<file path="src/rtl/regfile_x_if.sv">
// Memory-side bus of regfile_x: PUSHM/POPM strobes, write/read data and
// the address bus. The register file is master, the memory system slave.
interface regfile_x_if #(
  parameter int AW = 20
);
  logic          mem_we;
  logic          mem_re;
  logic [AW-1:0] mem_wdata;
  logic [AW-1:0] mab;
  logic          mem_rdy;
  logic [AW-1:0] mem_rdata;

  modport master (
    output mem_we,
    output mem_re,
    output mem_wdata,
    output mab,
    input  mem_rdy,
    input  mem_rdata
  );

  modport slave (
    input  mem_we,
    input  mem_re,
    input  mem_wdata,
    input  mab,
    output mem_rdy,
    output mem_rdata
  );
endinterface

</file>
<file path="src/rtl/regfile_x.sv">
// 16-entry CPU register file with constant generator, autoincrement, SR flags
// and an optional PUSHM/POPM sequencer enabled by `define REGFILE_MREG_EN.
module regfile_x #(
  parameter int AW         = 20,
  parameter int SLOT_BYTES = 2,
  parameter int RESET_PC   = 0,
  parameter int RESET_SP   = 0
) (
  input  logic          clk,
  input  logic          reset,
  input  logic [1:0]    mo,
  input  logic          branch_en,
  input  logic [AW-1:0] branch_addr,
  input  logic          sr_we,
  input  logic          z_in,
  input  logic          v_in,
  input  logic          n_in,
  input  logic          c_in,
  input  logic [3:0]    src_a,
  input  logic [3:0]    dst_a,
  input  logic [1:0]    as,
  input  logic          ad,
  input  logic          one_op,
  input  logic          inc_src,
  input  logic          inc_dst,
  input  logic          bw,
  input  logic          indirect,
  input  logic [3:0]    res_a,
  input  logic          rw,
  input  logic [AW-1:0] data_in,
  input  logic          mreg_start,
  input  logic          mreg_pop,
  input  logic [3:0]    mreg_reg,
  input  logic [3:0]    mreg_cnt,
  regfile_x_if.master   bus,
  output logic          mreg_busy,
  output logic          mreg_done,
  output logic [AW-1:0] pc,
  output logic [AW-1:0] sp,
  output logic [AW-1:0] rsrc,
  output logic [AW-1:0] rdst,
  output logic          z_cur,
  output logic          v_cur,
  output logic          n_cur,
  output logic          c_cur
);

  localparam logic [1:0] MO_NEXT = 2'd1;
  localparam logic [1:0] MO_OFF  = 2'd2;
  localparam logic [1:0] MO_PRE  = 2'd3;

  localparam logic [AW-1:0] RST_PC = AW'(RESET_PC) & ~AW'(1);
  localparam logic [AW-1:0] RST_SP = AW'(RESET_SP) & ~AW'(1);
  localparam logic [AW-1:0] SLOT   = AW'(SLOT_BYTES);

  logic [AW-1:0] r     [16];
  logic [AW-1:0] rNext [16];
  logic [AW-1:0] rv    [16];
  logic [AW-1:0] incStep;
  logic          seqDec;
  logic          seqPop;
  logic [3:0]    idx;

  function automatic logic [AW-1:0] wmask(
    input logic [3:0]    a,
    input logic [AW-1:0] v
  );
    unique case (1'b1)
      (a <= 4'd1): wmask = v & ~AW'(1);
      (a == 4'd2): wmask = v & AW'(9'h1FF);
      default:     wmask = v;
    endcase
  endfunction

  function automatic logic [AW-1:0] cg(
    input logic [3:0]    a,
    input logic [1:0]    m,
    input logic [AW-1:0] v
  );
    cg = v;
    if (a == 4'd2) begin
      unique case (m)
        2'd0: cg = v;
        2'd1: cg = '0;
        2'd2: cg = AW'(4);
        2'd3: cg = AW'(8);
      endcase
    end else if (a == 4'd3) begin
      unique case (m)
        2'd0: cg = '0;
        2'd1: cg = AW'(1);
        2'd2: cg = AW'(2);
        2'd3: cg = '1;
      endcase
    end
  endfunction

`ifdef REGFILE_MREG_EN
  typedef enum logic [1:0] {
    IDLE,
    PUSH_DEC,
    PUSH_WR,
    POP_RD
  } state_t;

  state_t     state;
  state_t     stateNext;
  logic [3:0] idxNext;
  logic [3:0] cnt;
  logic [3:0] cntNext;

  always_ff @(posedge clk) begin
    if (reset) begin
      state <= IDLE;
      idx   <= '0;
      cnt   <= '0;
    end else begin
      state <= stateNext;
      idx   <= idxNext;
      cnt   <= cntNext;
    end
  end

  always_comb begin
    stateNext = state;
    idxNext   = idx;
    cntNext   = cnt;
    case (state)
      IDLE: begin
        if (mreg_start) begin
          cntNext = mreg_cnt;
          if (mreg_pop) begin
            idxNext   = mreg_reg - mreg_cnt;
            stateNext = POP_RD;
          end else begin
            idxNext   = mreg_reg;
            stateNext = PUSH_DEC;
          end
        end
      end
      PUSH_DEC: stateNext = PUSH_WR;
      PUSH_WR: begin
        if (bus.mem_rdy) begin
          if (cnt == 4'd0) begin
            stateNext = IDLE;
          end else begin
            idxNext   = idx - 4'd1;
            cntNext   = cnt - 4'd1;
            stateNext = PUSH_DEC;
          end
        end
      end
      POP_RD: begin
        if (bus.mem_rdy) begin
          if (cnt == 4'd0) begin
            stateNext = IDLE;
          end else begin
            idxNext = idx + 4'd1;
            cntNext = cnt - 4'd1;
          end
        end
      end
      default: stateNext = IDLE;
    endcase
  end

  always_comb begin
    mreg_busy     = (state != IDLE);
    bus.mem_we    = (state == PUSH_WR);
    bus.mem_re    = (state == POP_RD);
    bus.mem_wdata = (state == PUSH_WR) ? rv[idx] : '0;
    seqDec        = (state == PUSH_DEC);
    seqPop        = (state == POP_RD) && bus.mem_rdy;
    mreg_done     = bus.mem_rdy && (cnt == 4'd0) &&
                    (state == PUSH_WR || state == POP_RD);
  end
`else
  logic unusedMreg;

  assign unusedMreg    = ^{mreg_start, mreg_pop, mreg_reg,
                           mreg_cnt, bus.mem_rdy, bus.mem_rdata};
  assign mreg_busy     = 1'b0;
  assign mreg_done     = 1'b0;
  assign bus.mem_we    = 1'b0;
  assign bus.mem_re    = 1'b0;
  assign bus.mem_wdata = '0;
  assign seqDec        = 1'b0;
  assign seqPop        = 1'b0;
  assign idx           = '0;
`endif

  always_comb begin
    for (int i = 0; i < 16; i++) rv[i] = r[i];
    rv[3] = '0;
  end

  assign incStep = bw ? AW'(1) : AW'(2);

  // Lowest priority is applied first; later assignments win.
  always_comb begin
    for (int i = 0; i < 16; i++) rNext[i] = r[i];
    if (mo == MO_NEXT || mo == MO_OFF)
      rNext[0] = wmask(4'd0, r[0] + AW'(2));
    if (mo == MO_PRE)
      rNext[1] = wmask(4'd1, r[1] - AW'(2));
    if (inc_src)
      rNext[src_a] = wmask(src_a, r[src_a] + incStep);
    if (inc_dst)
      rNext[dst_a] = wmask(dst_a, r[dst_a] + incStep);
    if (sr_we) begin
      rNext[2][0] = c_in;
      rNext[2][1] = z_in;
      rNext[2][2] = n_in;
      rNext[2][8] = v_in;
    end
    if (branch_en)
      rNext[0] = wmask(4'd0, branch_addr);
    if (rw)
      rNext[res_a] = wmask(res_a, data_in);
    if (mreg_busy)
      rNext[1] = r[1];
    if (seqDec)
      rNext[1] = wmask(4'd1, r[1] - SLOT);
    if (seqPop) begin
      rNext[1]   = wmask(4'd1, r[1] + SLOT);
      rNext[idx] = wmask(idx, bus.mem_rdata);
    end
  end

  always_ff @(posedge clk) begin
    if (reset) begin
      for (int i = 0; i < 16; i++) r[i] <= '0;
      r[0] <= RST_PC;
      r[1] <= RST_SP;
    end else begin
      for (int i = 0; i < 16; i++) r[i] <= rNext[i];
    end
  end

  assign pc    = r[0];
  assign sp    = r[1];
  assign c_cur = r[2][0];
  assign z_cur = r[2][1];
  assign n_cur = r[2][2];
  assign v_cur = r[2][8];

  assign rsrc = cg(src_a, as, rv[src_a]);

  always_comb begin
    if (one_op)
      rdst = cg(dst_a, as, rv[dst_a]);
    else if (dst_a == 4'd2 && ad)
      rdst = '0;
    else if (dst_a == 4'd3 && ad)
      rdst = AW'(1);
    else
      rdst = rv[dst_a];
  end

  always_comb begin
    unique case (1'b1)
      mreg_busy:
        bus.mab = r[1];
      (mo == MO_NEXT || mo == MO_OFF):
        bus.mab = r[0];
      indirect:
        bus.mab = rv[one_op ? dst_a : src_a];
      default:
        bus.mab = '0;
    endcase
  end

endmodule

</file>
<file path="src/flat_wrapper.sv">
// flat-port wrapper written by rule: the top's interface ports become plain ports
module regfile_x_flat 
#(
  parameter int AW         = 20,
  parameter int SLOT_BYTES = 2,
  parameter int RESET_PC   = 0,
  parameter int RESET_SP   = 0
)
  (clk, reset, mo, branch_en, branch_addr, sr_we, z_in, v_in, n_in, c_in, src_a, dst_a, as, ad, one_op, inc_src, inc_dst, bw, indirect, res_a, rw, data_in, mreg_start, mreg_pop, mreg_reg, mreg_cnt, mreg_busy, mreg_done, pc, sp, rsrc, rdst, z_cur, v_cur, n_cur, c_cur, bus_mem_we, bus_mem_re, bus_mem_wdata, bus_mab, bus_mem_rdy, bus_mem_rdata);
  regfile_x_if #(.AW(AW)) bus_i ();
  input  logic clk;
  input  logic reset;
  input  logic [1:0] mo;
  input  logic branch_en;
  input  logic [AW-1:0] branch_addr;
  input  logic sr_we;
  input  logic z_in;
  input  logic v_in;
  input  logic n_in;
  input  logic c_in;
  input  logic [3:0] src_a;
  input  logic [3:0] dst_a;
  input  logic [1:0] as;
  input  logic ad;
  input  logic one_op;
  input  logic inc_src;
  input  logic inc_dst;
  input  logic bw;
  input  logic indirect;
  input  logic [3:0] res_a;
  input  logic rw;
  input  logic [AW-1:0] data_in;
  input  logic mreg_start;
  input  logic mreg_pop;
  input  logic [3:0] mreg_reg;
  input  logic [3:0] mreg_cnt;
  output logic mreg_busy;
  output logic mreg_done;
  output logic [AW-1:0] pc;
  output logic [AW-1:0] sp;
  output logic [AW-1:0] rsrc;
  output logic [AW-1:0] rdst;
  output logic z_cur;
  output logic v_cur;
  output logic n_cur;
  output logic c_cur;
  output wire logic [$bits(bus_i.mem_we)-1:0] bus_mem_we;
  output wire logic [$bits(bus_i.mem_re)-1:0] bus_mem_re;
  output wire logic [$bits(bus_i.mem_wdata)-1:0] bus_mem_wdata;
  output wire logic [$bits(bus_i.mab)-1:0] bus_mab;
  input wire logic [$bits(bus_i.mem_rdy)-1:0] bus_mem_rdy;
  input wire logic [$bits(bus_i.mem_rdata)-1:0] bus_mem_rdata;
  assign bus_mem_we = bus_i.mem_we;
  assign bus_mem_re = bus_i.mem_re;
  assign bus_mem_wdata = bus_i.mem_wdata;
  assign bus_mab = bus_i.mab;
  assign bus_i.mem_rdy = bus_mem_rdy;
  assign bus_i.mem_rdata = bus_mem_rdata;
  regfile_x #(.AW(AW), .SLOT_BYTES(SLOT_BYTES), .RESET_PC(RESET_PC), .RESET_SP(RESET_SP)) u_core (.clk(clk), .reset(reset), .mo(mo), .branch_en(branch_en), .branch_addr(branch_addr), .sr_we(sr_we), .z_in(z_in), .v_in(v_in), .n_in(n_in), .c_in(c_in), .src_a(src_a), .dst_a(dst_a), .as(as), .ad(ad), .one_op(one_op), .inc_src(inc_src), .inc_dst(inc_dst), .bw(bw), .indirect(indirect), .res_a(res_a), .rw(rw), .data_in(data_in), .mreg_start(mreg_start), .mreg_pop(mreg_pop), .mreg_reg(mreg_reg), .mreg_cnt(mreg_cnt), .bus(bus_i), .mreg_busy(mreg_busy), .mreg_done(mreg_done), .pc(pc), .sp(sp), .rsrc(rsrc), .rdst(rdst), .z_cur(z_cur), .v_cur(v_cur), .n_cur(n_cur), .c_cur(c_cur));
endmodule
</file>
<file path="config.mk">
export PLATFORM = sky130hd
export DESIGN_NAME = regfile_x_flat
export DESIGN_NICKNAME = d
export VERILOG_FILES = /design/src/rtl/regfile_x_if.sv /design/src/rtl/regfile_x.sv /design/src/flat_wrapper.sv
export SDC_FILE = /design/constraint.sdc
export NUM_CORES = 2
export LEC_CHECK = 0
export ABC_AREA = 1
export BUFFER_PORTS_ARGS = -buffer_cell sky130_fd_sc_hd__buf_2
export CAP_MARGIN = 25
export CELL_PAD_IN_SITES_DETAIL_PLACEMENT = 1
export CELL_PAD_IN_SITES_GLOBAL_PLACEMENT = 1
export CORE_MARGIN = 2
export CORE_UTILIZATION = 42
export DETAILED_ROUTE_END_ITERATION = 10
export HOLD_SLACK_MARGIN = 0.06
export PLACE_DENSITY_LB_ADDON = 0.1
export SYNTH_ARGS = -nofsm -noshare
export SYNTH_HDL_FRONTEND = slang
export SYNTH_SLANG_ARGS = --single-unit
</file>
<file path="constraint.sdc">
create_clock -name clk -period 4.05 [get_ports clk]
set_clock_uncertainty 0.2 [all_clocks]
set_input_delay 0.2025 -clock clk [delete_from_list [all_inputs] [get_ports clk]]
set_output_delay 0.2025 -clock clk [all_outputs]
set_load 0.005 [all_outputs]
</file>
Word level (Yosys, flattened, before mapping)
Memories as Yosys holds them, arrays and structs flattened.
Index checks and enable logic that the tools add are counted.
{ "op_classes": {"add_sub_neg": 4, "n_lt_le_gt_ge": 10, "n_eq_ne": 11, "muxes": 66, "n_bitwise": 22, "reduce_logical": 7} }
{ "op_table": {"columns": ["cell", "count"], "rows": [
  ["320-bit bitwise mux", 3],
  ["320-bit two-way mux", 3],
  ["20-bit two-way mux", 40],
  ["20-bit binary-select mux with 4-bit select", 3],
  ["20-bit demux with 4-bit select", 3],
  ["20-bit case mux with 4 select lines", 3],
  ["20-bit case mux with 2 select lines", 4],
  ["20-bit adder", 2],
  ["20-bit by 2-bit adder with 20-bit output (second input constant)", 1],
  ["4-bit by 2-bit == test with 1-bit output (second input constant)", 5],
  ["5-bit greater-or-equal comparator (second input constant)", 4],
  ["4-bit inverter with 5-bit output", 4],
  ["20-bit by 2-bit subtractor with 20-bit output (second input constant)", 1],
  ["1-bit bitwise OR", 18],
  ["5-bit by 1-bit < comparator with 1-bit output (second input constant)", 3],
  ["4-bit by 1-bit <= comparator with 1-bit output (second input constant)", 3],
  ["2-bit == test (second input constant)", 4],
  ["1-bit logical AND", 5],
  ["2-bit by 1-bit == test with 1-bit output (second input constant)", 2],
  ["1-bit two-way mux", 4],
  ["4-bit two-way mux", 1],
  ["3-bit two-way mux", 1],
  ["2-bit logical NOT", 1],
  ["2-bit two-way mux", 1],
  ["1-bit logical OR", 1]
]} }
{ "totals": {"ff_bits": 0, "ram_bits": 320, "input_bits": 102, "out_inout_bits": 128, "memories": 1} }
{ "mem_list": {"columns": ["memory", "words", "word_bits", "rd", "rd_ports_with_merged_regs", "write_ports", "line", "source"], "rows": [
  ["u_core.r", 16, 20, 18, 0, 16, "regfile_x.sv:56", "logic [AW-1:0] r [16];"]
]} }

Logic depth before layout (Yosys ltp)
{ "logic_depth": {"depth_word": 13, "ltp_mapped": 26, "ltp_nobuf": 22} }

Least setup slack after synthesis
Ideal clock, no wire load.
{ "synth_path": {"path_kind": "input -> register", "start": "in dst_a[0]", "end": "mem u_core.r[1][16]", "setup_time_ps": 115, "arrival_ps": 3314, "required_time_ps": 3735, "path_slack_ps": 421, "stages": 22, "n_path_buf": 6, "path_cell_list": "buf_4 > nand2_2 > buf_4 > buf_6 > buf_6 > clkbuf_1 > o22ai_1 > o21ai_0 > nand2_1 > a221oi_1 > o21ai_0 > fa_1 > inv_1 > nor2_2 > nand2_1 > nor2_1 > xor2_1 > nand2_1 > buf_2 > nor2_1 > o21ai_0 > inv_1"} }
{ "synth_rtl": {"columns": ["item", "line", "source"], "rows": [
  ["start: declaration", "flat_wrapper.sv:22", "input logic [3:0] dst_a;"],
  ["end: declaration", "regfile_x.sv:56", null]
]} }

==> summary.txt <==
Setup path
  • CP top delay family: compound AO/OA/AOI/OAI gates
  • Buf/Inv on CP: 4
  • Worst Path Required: 4360 ps
  • Slowest stage cell, crit path: a221oi_1
  • Crit-path max FO: 15
  • Critical Path Start Type: register
  • Arr. time, crit path: 4360 ps
  • Worst-path cell chain: a22oi_1 > o221ai_1 > a221oi_1 > buf_4 > o21ai_0 > ha_1 > a21oi_1 > buf_4 > nor2_4 > nand3_1 > buf_4 > nand3_1 > nand3_1 > buf_12 > a21oi_1 > o21ai_0 > a31oi_1
  • CP endpoint kind: register
  • Crit path largest cell delay: 450 ps
  • WS Path Type: reg -> reg

Detailed routing
  • Wire per inst: 29.45 um
  • Via density: approximately 6.6
  • Pre-antenna DRT Iters: 8
  • DRC: 0
  • Remaining antenna violation count: 0
  • Initial detailed-routing violation count: 5772
  • Drt total wl: approximately 190 mm
  • Vias: 42333

GRT
  • Largest net degree at the start of global routing: 106
  • All-Layer GR Usage: about 50%
  • Global-route wire length before repair: 267.7 mm
  • Grt total ovfl: 0
  • Vias in the first global route: just under 40000
  • Initial antenna violation count: 11

Placement
  • I/O Buffers: 173
  • Placed inst area: 32150 um2
  • Routability cong.: 1.084
  • DPL Wire Length: 132.9 mm

Yosys
  • Top_reg_cell synth: dfxtp_1
  • Synth Area per Inst: 5.545 um2
  • Asr flop ratio synth: 0%
  • EDFF count, synth: 0
  • Sequential fraction of the synthesis area: 21.84%
  • #FFs+latches synth: 320
  • Cell variety after synth: 55
  • Synth Cell Area: 29340 um2
  • Yosys warnings: 0
  • Cells after Synth: 5291

Finish
  • Reg area: 6406 um2
  • Max reg flops: between 300 and 400
  • Multi-input logic area: 19260 um2
  • Nets: 5570
  • Most frequent cells in the layout: nand2_1, o21ai_0, a21oi_1
  • Synthesis-to-finish area growth: 17.45%
  • Largest registers: u_core.r x320
  • Largest Register: u_core.r
  • Share of cells above drive strength 1: 11.05%
  • Commonest non-fill, non-tap cell in the layout: nand2_1
  • Fillers: 9814
  • Post-route cell area: 34460 um2

Hold path
  • Min-delay worst type: in -> reg

Clock tree
  • CTS buffer count: 43
  • Reg clk slew, reported paths: 60 ps
  • CTS tree: built
  • Clock latency on the worst-skew pair: 610 ps
  • Sink Count: 320
  • CTS H-tree depth: 2
  • Clk buf depth: 3
  • CTS root buffer: clkbuf_16

Timing
  • Fin. Hold Viols: 0
  • Measured slew at the worst slew-check pin: 1106 ps
  • Fin crit share: 99.80%
  • Fmax: 247.4 MHz
  • Pins over their slew limit: 0
  • RSZ-0062 raised after global routing: no
  • Hold Slack: 170.3 ps
  • Clock period minus worst slack: 4042 ps
  • Max-slew headroom: around a quarter
  • Setup-failing EPs final: 0

Power
  • Total design power: approximately 11 mW
  • Leakage power: around 14 nW
  • Pwr dens: between 300 and 400 nW/um2
  • Peak supply drop: 0.0003031 V

Flow run
  • Max-Cap Viols: 0

Floorplan
  • Initial Util: 42.63%
  • # rows: between 90 and 100
  • Die H: 268.3 um
  • Core Box Area: 68830 um2
  • DIE AREA: approximately 70000 um2
  • IO Count: 230
  • Width of the die: 268.3 um

Status
  • Status: complete, no violations
## tightest hold or removal path: cells and delay by family
family	cells	cell delay (ps)
AND/OR/NAND/NOR	2	300
buffers and inverters	1	260
AO/OA/AOI/OAI	1	140
## synth_stat cells (all sizes together) (3+ instances only)
library cell  instances  share of area, %
a211oi               21              0.54
a21oi               674                12
a221oi               19              0.57
a22oi                19              0.49
a31oi                20              0.43
a32oi                 4              0.12
buf                 156               3.7
clkbuf              277               3.5
clkinv               12              0.15
dfxtp               320                22
ha                    8              0.34
inv                 456               5.8
nand2              1459                19
nand3               236               4.1
nand3b                9              0.23
nand4                36              0.77
nor2                374               5.0
nor3                 21              0.36
nor4                  4             0.085
o211ai               66               1.7
o21ai               965                16
o21bai               16              0.41
o221ai               18              0.54
o22ai                60               1.3
o311ai                3             0.090
xnor2                 3             0.090
xor2                 13              0.39
## logic make-up after synthesis
group,share of synthesized area [%]
buffers and inverters,13.19
xor gates and xnor gates,0.4777
AOI/OAI and AO/OA,34.68
other,0.01278
and+or+nand+nor,29.32
DFF,21.84
adders and majority gates,0.4777
## final cells by class
type / instances / share of cell area (%)
flip-flops and latches: 320 / 18.59
inverters: 468 / 5.142
repair buffers: 532 / 12.76
multi-input cells: 4093 / 55.90
diodes: 2 / 0.01452
clock inverters: 17 / 0.5156
well taps: 931 / 3.381
clock buffers: 61 / 3.700
## power by group
part / switching, mW / internal [mW] / leakage [nW]
Sequential: 0.200 / 3.30 / 2.60
Combinational: 2.29 / 0.961 / 10.6
Clock: 1.78 / 2.38 / 0.725
Total: 4.27 / 6.65 / 13.9
## worst paths after layout
check	to	depth (start not counted)	slack, ps	start
setup / recovery	u_core.r[0][9]$_SDFF_PP0_	17	8	u_core.r[8][1]$_SDFF_PP0_
hold / removal	u_core.r[0][6]$_SDFF_PP0_	4	170	branch_en
setup reg to reg	u_core.r[0][9]$_SDFF_PP0_	17	8	u_core.r[8][1]$_SDFF_PP0_
hold reg to reg	u_core.r[2][15]$_SDFF_PP0_	2	280	u_core.r[2][15]$_SDFF_PP0_
## metal layers
metal | global-route usage, % | routed length [um] | share of wire (%)
met1 | 64.41 | 70260 | 37
met2 | 71.97 | 75120 | 40
met3 | 14.18 | 25840 | 14
met4 | 40.18 | 17880 | 9.5
met5 | 0.3378 | 115 | 0.061
## stage by stage
stage	util (%)	setup TNS (ps)	cells	setup WS [ps]
global placement	46.57	-555.0	6263	-62.25
CTS	49.85	0	6416	10.24
global route	50.06	0	6422	10.22
finish	50.07	0	6424	7.963
floorplan	-	0	5314	420.8
detailed placement	46.71	-2678	6267	-127.4
## timing repair
| item | in CTS | in global routing |
|---|---|---|
| endpoints found under the hold margin | 221 | 0 |
| resized for setup | 0 | 6 |
| buffers inserted | 0 | 0 |
| hold buffers | 71 | 0 |
| endpoints found under the setup margin | 0 | 202 |
(Power assumes the default switching activity.)
